## src/rtl/usr_tx_sequencer.sv

```systemverilog
// Serial transmitter that drives an external 8-bit universal shift register.
// Loads a byte into the USR, then shifts it out framed as start/8 data/stop.
module usr_tx_sequencer #(
    parameter int BAUD_DIV = 4,
    parameter int CNT_W    = 8
) (
    input  logic       clk,
    input  logic       Rst,
    input  logic       in_valid,
    input  logic [7:0] in_data,
    input  logic       lsb_first,
    output logic       in_ready,
    output logic [1:0] usr_sel,
    output logic [7:0] usr_datain,
    input  logic [7:0] usr_dataout,
    output logic       tx,
    output logic       busy,
    output logic       done
);

    typedef enum logic [2:0] {
        IDLE,
        LOAD,
        START,
        DATA,
        STOP
    } state_t;

    localparam logic [CNT_W-1:0] BAUD_LAST = CNT_W'(BAUD_DIV - 1);
    localparam logic [CNT_W-1:0] BAUD_ONE  = CNT_W'(1);

    state_t           state, state_nxt;
    logic [CNT_W-1:0] baud_cnt, baud_nxt;
    logic [2:0]       bit_cnt, bit_nxt;
    logic             order;
    logic             hs;
    logic             period_end;
    logic [2:0]       tx_idx;

    assign hs         = in_valid & in_ready;
    assign period_end = (baud_cnt == BAUD_LAST);
    // The line bit is whichever USR end the shift direction empties first
    assign tx_idx     = order ? 3'd0 : 3'd7;

    always_ff @(posedge clk or posedge Rst) begin
        if (Rst) begin
            state      <= IDLE;
            baud_cnt   <= '0;
            bit_cnt    <= '0;
            order      <= 1'b0;
            usr_datain <= 8'h00;
        end else begin
            state    <= state_nxt;
            baud_cnt <= baud_nxt;
            bit_cnt  <= bit_nxt;
            if (hs) begin
                usr_datain <= in_data;
                order      <= lsb_first;
            end
        end
    end

    always_comb begin
        state_nxt = state;
        baud_nxt  = baud_cnt;
        bit_nxt   = bit_cnt;
        tx        = 1'b1;
        usr_sel   = 2'b00;
        done      = 1'b0;
        in_ready  = 1'b0;
        busy      = 1'b1;
        unique case (state)
            IDLE: begin
                in_ready = 1'b1;
                busy     = 1'b0;
                baud_nxt = '0;
                bit_nxt  = '0;
                if (in_valid) begin
                    state_nxt = LOAD;
                end
            end
            LOAD: begin
                usr_sel   = 2'b11;
                baud_nxt  = '0;
                state_nxt = START;
            end
            START: begin
                tx = 1'b0;
                if (period_end) begin
                    baud_nxt  = '0;
                    bit_nxt   = '0;
                    state_nxt = DATA;
                end else begin
                    baud_nxt = baud_cnt + BAUD_ONE;
                end
            end
            DATA: begin
                tx = usr_dataout[tx_idx];
                if (period_end) begin
                    usr_sel  = order ? 2'b01 : 2'b10;
                    baud_nxt = '0;
                    if (bit_cnt == 3'd7) begin
                        bit_nxt   = '0;
                        state_nxt = STOP;
                    end else begin
                        bit_nxt = bit_cnt + 3'd1;
                    end
                end else begin
                    baud_nxt = baud_cnt + BAUD_ONE;
                end
            end
            STOP: begin
                if (period_end) begin
                    done      = 1'b1;
                    baud_nxt  = '0;
                    state_nxt = IDLE;
                end else begin
                    baud_nxt = baud_cnt + BAUD_ONE;
                end
            end
            default: begin
                state_nxt = IDLE;
            end
        endcase
    end

endmodule

```

## config.mk

```make
export PLATFORM = sky130hd
export DESIGN_NAME = usr_tx_sequencer
export DESIGN_NICKNAME = d
export VERILOG_FILES = /design/src/rtl/usr_tx_sequencer.sv
export SDC_FILE = /design/constraint.sdc
export NUM_CORES = 1
export LEC_CHECK = 0
export BUFFER_PORTS_ARGS = -buffer_cell sky130_fd_sc_hd__buf_4
export CORE_MARGIN = 4
export CORE_UTILIZATION = 54
export DETAILED_ROUTE_END_ITERATION = 10
export GPL_TIMING_DRIVEN = 0
export PLACE_DENSITY_LB_ADDON = 0.15
export SLEW_MARGIN = 20
export SYNTH_ARGS = -nofsm -noshare
export SYNTH_HDL_FRONTEND = slang
export SYNTH_SLANG_ARGS = --single-unit
```

## constraint.sdc

```tcl
create_clock -name clk -period 5.8 [get_ports clk]
set_clock_uncertainty 0.2 [all_clocks]
set_input_delay 0.29 -clock clk [delete_from_list [all_inputs] [get_ports clk]]
set_output_delay 0.29 -clock clk [all_outputs]
set_load 0.01 [all_outputs]
```

==> flow_summary.toml <==
[place]
placed_cells = 171
io_buffers = 27
placed_cell_area_sq_um = 1440
globalplace.congestion = 0.789
place_hpwl_um = 1780

[timing]
timing.final.setup_violations = 0
total_negative_slack_for_setup_checks_ns = 0
hold_viol = 0
f_max_ghz = 0.360
grt_setup_unrepaired = "no"
maxSlewViolCount = 0
period_share_pct = 47.9
tightest_slew_ns = 0.838
timing.max_slew.rel_slack_pct = 44.1
final.min_clock_period_ns = 2.78

[routing]
drt_wl_total_um = 2550
detailroute.via_count = 1030
detailedRoute.firstIterationViolations = 29
detail_route.wl_per_cell_um = 13.8
viasPerCell = 5.57
antenna_violating_nets_post_route = 0
drt_drc_violations_left = 0
firstDrtPassIters = 5

[logic_synthesis]
post_synth_inst_count = 117
synthArstFlopShare_pct = 100
synth_area_leaders = "sky130_fd_sc_hd__dfrtp_1 48%, sky130_fd_sc_hd__mux2_2 10%, sky130_fd_sc_hd__nand2_1 3.4%"
synth.largest_area_cell = "sky130_fd_sc_hd__dfrtp_1"
count_of_flip_flops_with_a_built_in_enable_after_synthesis = 0
synthesis.area_per_instance_sq_um = 10.3
synth_seq_area_share_pct = 47.9
syn-num-nets = 140
synth_top_area_share_pct = 47.9
synth_cell_type_count = 36
synth_ff_type = "sky130_fd_sc_hd__dfrtp_1"
synth-warning-count = 0
synth_area_sq_um = 1200
post_synthesis_sequential_element_count = 23

[worst_setup_path]
crit_path_max_fanout = 6
top_cell_family_by_delay_on_the_critical_path = "simple AND/OR/NAND/NOR gates"
cp.buffers_inverters = 2
slowest_stage = "sky130_fd_sc_hd__or4b_4"
worstSetupStartpointType = "flip-flop"
worst_path_required_time_ns = 5.31
arrival_ns = 2.29
setup.worst_path.end_class = "primary output"
critPathLaunch = "baud_cnt[0]$_DFFE_PP0P_"
crit-reg2reg-launch = "baud_cnt[0]$_DFFE_PP0P_"
cp_cell_sequence = "ha_1 -> or4b_4 -> or2_1 -> buf_2 -> o21a_1 -> nor2_1 -> buf_4"
path_class = "reg -> out"
cp_slowest_stage_delay_ns = 0.51

[grt]
first_global_vias = 946
pin_count_of_the_biggest_net_entering_global_routing = 24
grt_antenna_before_repair = 0
grt.overflow.total = 0
grt_pass1_wl_um = 4210
grt_use_total_pct = 19.8

[clock_network]
cts_max_path_buffers = 2
clkLatencyLatePin_ns = 0.31
htree_levels = 1
cts.root.buffer_cell = "sky130_fd_sc_hd__clkbuf_4"
cts_inserted_buffers = 3
clk_pin_slew_ns = 0.12
post_cts.repair.setup_buffers = 0
tritoncts_clock_tree = "built"
cts_repair_resize_count = 0
numClockSinks = 23

[floorplanning]
die-area_sq_um = 3040
core_area_sq_um = 2040
dieWidth_um = 55.2
num_rows = 16
die-height_um = 55.2
ios = 34
floorplan.initialDensity_pct = 58.8

[cells_and_area]
postLayoutCoreUtil_pct = 76.7
drive_gt1_share_pct = 32.9
finish.net_count = 182
instances_no_fill = 185
flow.area_growth_from_synthesis_pct = 30.3
n_antenna_cell = 0
fin_area_sq_um = 1570

[power]
pwr_density_cell_nw_per_um2 = 340
total_leakage_power_uw = 0.000759
vdd_ir_max_mv = 0.270
pwr-share-comb_pct = 40.3
seq_power_share_pct = 45.8
p_int_uw = 344
switching_share_pct = 35.4
net-switching-power_uw = 188
total_power_uw = 532
clock_power_share_pct = 13.8

[min_path]
hp-class = "in -> reg"
timing.hold.worst.start = "in_valid"

[job]
max_cap_viol_count = 0

[status]
status = "completed"
-- metal layers --
metal  wire length [um]  global-route usage (%)  part of all wire (%)  vias to the layer above
met5                  0                       0                     0                        -
met4                 45                    8.50                   1.8                        0
met3                132                    4.02                   5.2                        5
met2               1250                    32.9                    49                       26
met1               1120                    24.7                    44                      502
li1                   -                       -                     -                      497
-- stage by stage --
step	setup slack [ns]	hold slack [ns]
final	3.02	0.105
after floorplan	3.55	0.0919
after global routing	2.92	0.134
after detailed placement	3.41	0.273
after CTS	3.03	0.0934
after global placement	3.43	0.272
-- final timing paths --
check                                                 end  slack [ns]  depth (start not counted)
worst min register to register    baud_cnt[7]$_DFFE_PP0P_        0.30                          1
worst max register to register       state[2]$_DFFE_PP0P_        3.50                          6
min in group asynchronous       usr_datain[1]$_DFFE_PP0P_        0.50                          3
max in group asynchronous         baud_cnt[6]$_DFFE_PP0P_        4.39                          3
worst min-delay path                 state[0]$_DFFE_PP0P_        0.10                          3
worst max-delay path                           usr_sel[1]        3.02                          7
-- final cells by class --
class	count	area [sq um]
clock buffer	3	22.5
sequential	23	576
buffer	6	31.3
tap	27	33.8
fill	131	477
inverter	5	18.8
timing repair buffer	37	303
clock inverter	1	5.00
multi-input combinational	83	576
-- worst min-delay path, stage by stage --
cell                      delay, ns
sky130_fd_sc_hd__buf_4         0.11
sky130_fd_sc_hd__a21oi_1       0.14
sky130_fd_sc_hd__nor4_1        0.05
-- placed cells by master, fill, tap and decap left out, drive strengths merged, types with 3 or more instances in the layout --
cell type / n
mux2: 11
o21ai: 7
nor2: 7
nor3: 5
nand2: 11
a21oi: 4
buf: 31
a22o: 3
inv: 5
dlygate4sd3: 10
or3: 3
mux2i: 3
a31oi: 3
clkbuf: 5
nand3: 5
ha: 3
dfrtp: 23
-- power groups by stage --
stage | Sequential [uW] | Combinational (uW) | Clock, uW
3_3_place_gp | 243 | 201 | 0
4_1_cts | 242 | 216 | 77.8
2_1_floorplan | 241 | 150 | 0
5_1_grt | 249 | 244 | 83.8
3_5_place_dp | 246 | 210 | 0
6_report | 244 | 215 | 73.6
-- cell families (layout without fill, tap and decap cells) --
kind of cell / count (synthesis) / count (layout) / synth area share (%)
AO/OA/AOI/OAI: 22 / 22 / 11.7
XOR/XNOR: 2 / 2 / 1.46
adder cells (fa/ha/maj): 3 / 3 / 3.13
buffers and inverters: 11 / 52 / 4.17
flip-flops: 23 / 23 / 47.9
multiplexers: 14 / 14 / 12.8
AND/OR/NAND/NOR: 42 / 42 / 18.9
-- registers in the layout (all words and copies together), names as in the netlist --
| signal | flops |
|---|---|
| usr_datain | 8 |
| order | 1 |
| baud_cnt | 8 |
| bit_cnt | 3 |
| state | 3 |
-- synth_stat cells, types with 2 or more instances --
| master | n |
|---|---|
| sky130_fd_sc_hd__a21oi_1 | 4 |
| sky130_fd_sc_hd__buf_2 | 3 |
| sky130_fd_sc_hd__nor3_1 | 5 |
| sky130_fd_sc_hd__dfrtp_1 | 23 |
| sky130_fd_sc_hd__ha_1 | 3 |
| sky130_fd_sc_hd__mux2i_1 | 3 |
| sky130_fd_sc_hd__or3_1 | 2 |
| sky130_fd_sc_hd__nand3_1 | 5 |
| sky130_fd_sc_hd__nor2_1 | 7 |
| sky130_fd_sc_hd__nand2_1 | 11 |
| sky130_fd_sc_hd__a22oi_1 | 2 |
| sky130_fd_sc_hd__xnor2_1 | 2 |
| sky130_fd_sc_hd__mux2_2 | 11 |
| sky130_fd_sc_hd__inv_1 | 5 |
| sky130_fd_sc_hd__a31oi_1 | 3 |
| sky130_fd_sc_hd__o21ai_0 | 7 |
| sky130_fd_sc_hd__a22o_1 | 2 |
-- repair_timing --
| action | CTS | global route |
|---|---|---|
| hold buffers | 10 | 0 |
| endpoints found under the setup margin | 0 | 0 |
| hold endpoints to repair | 32 | 0 |
Power figures use the tool's default switching activity.
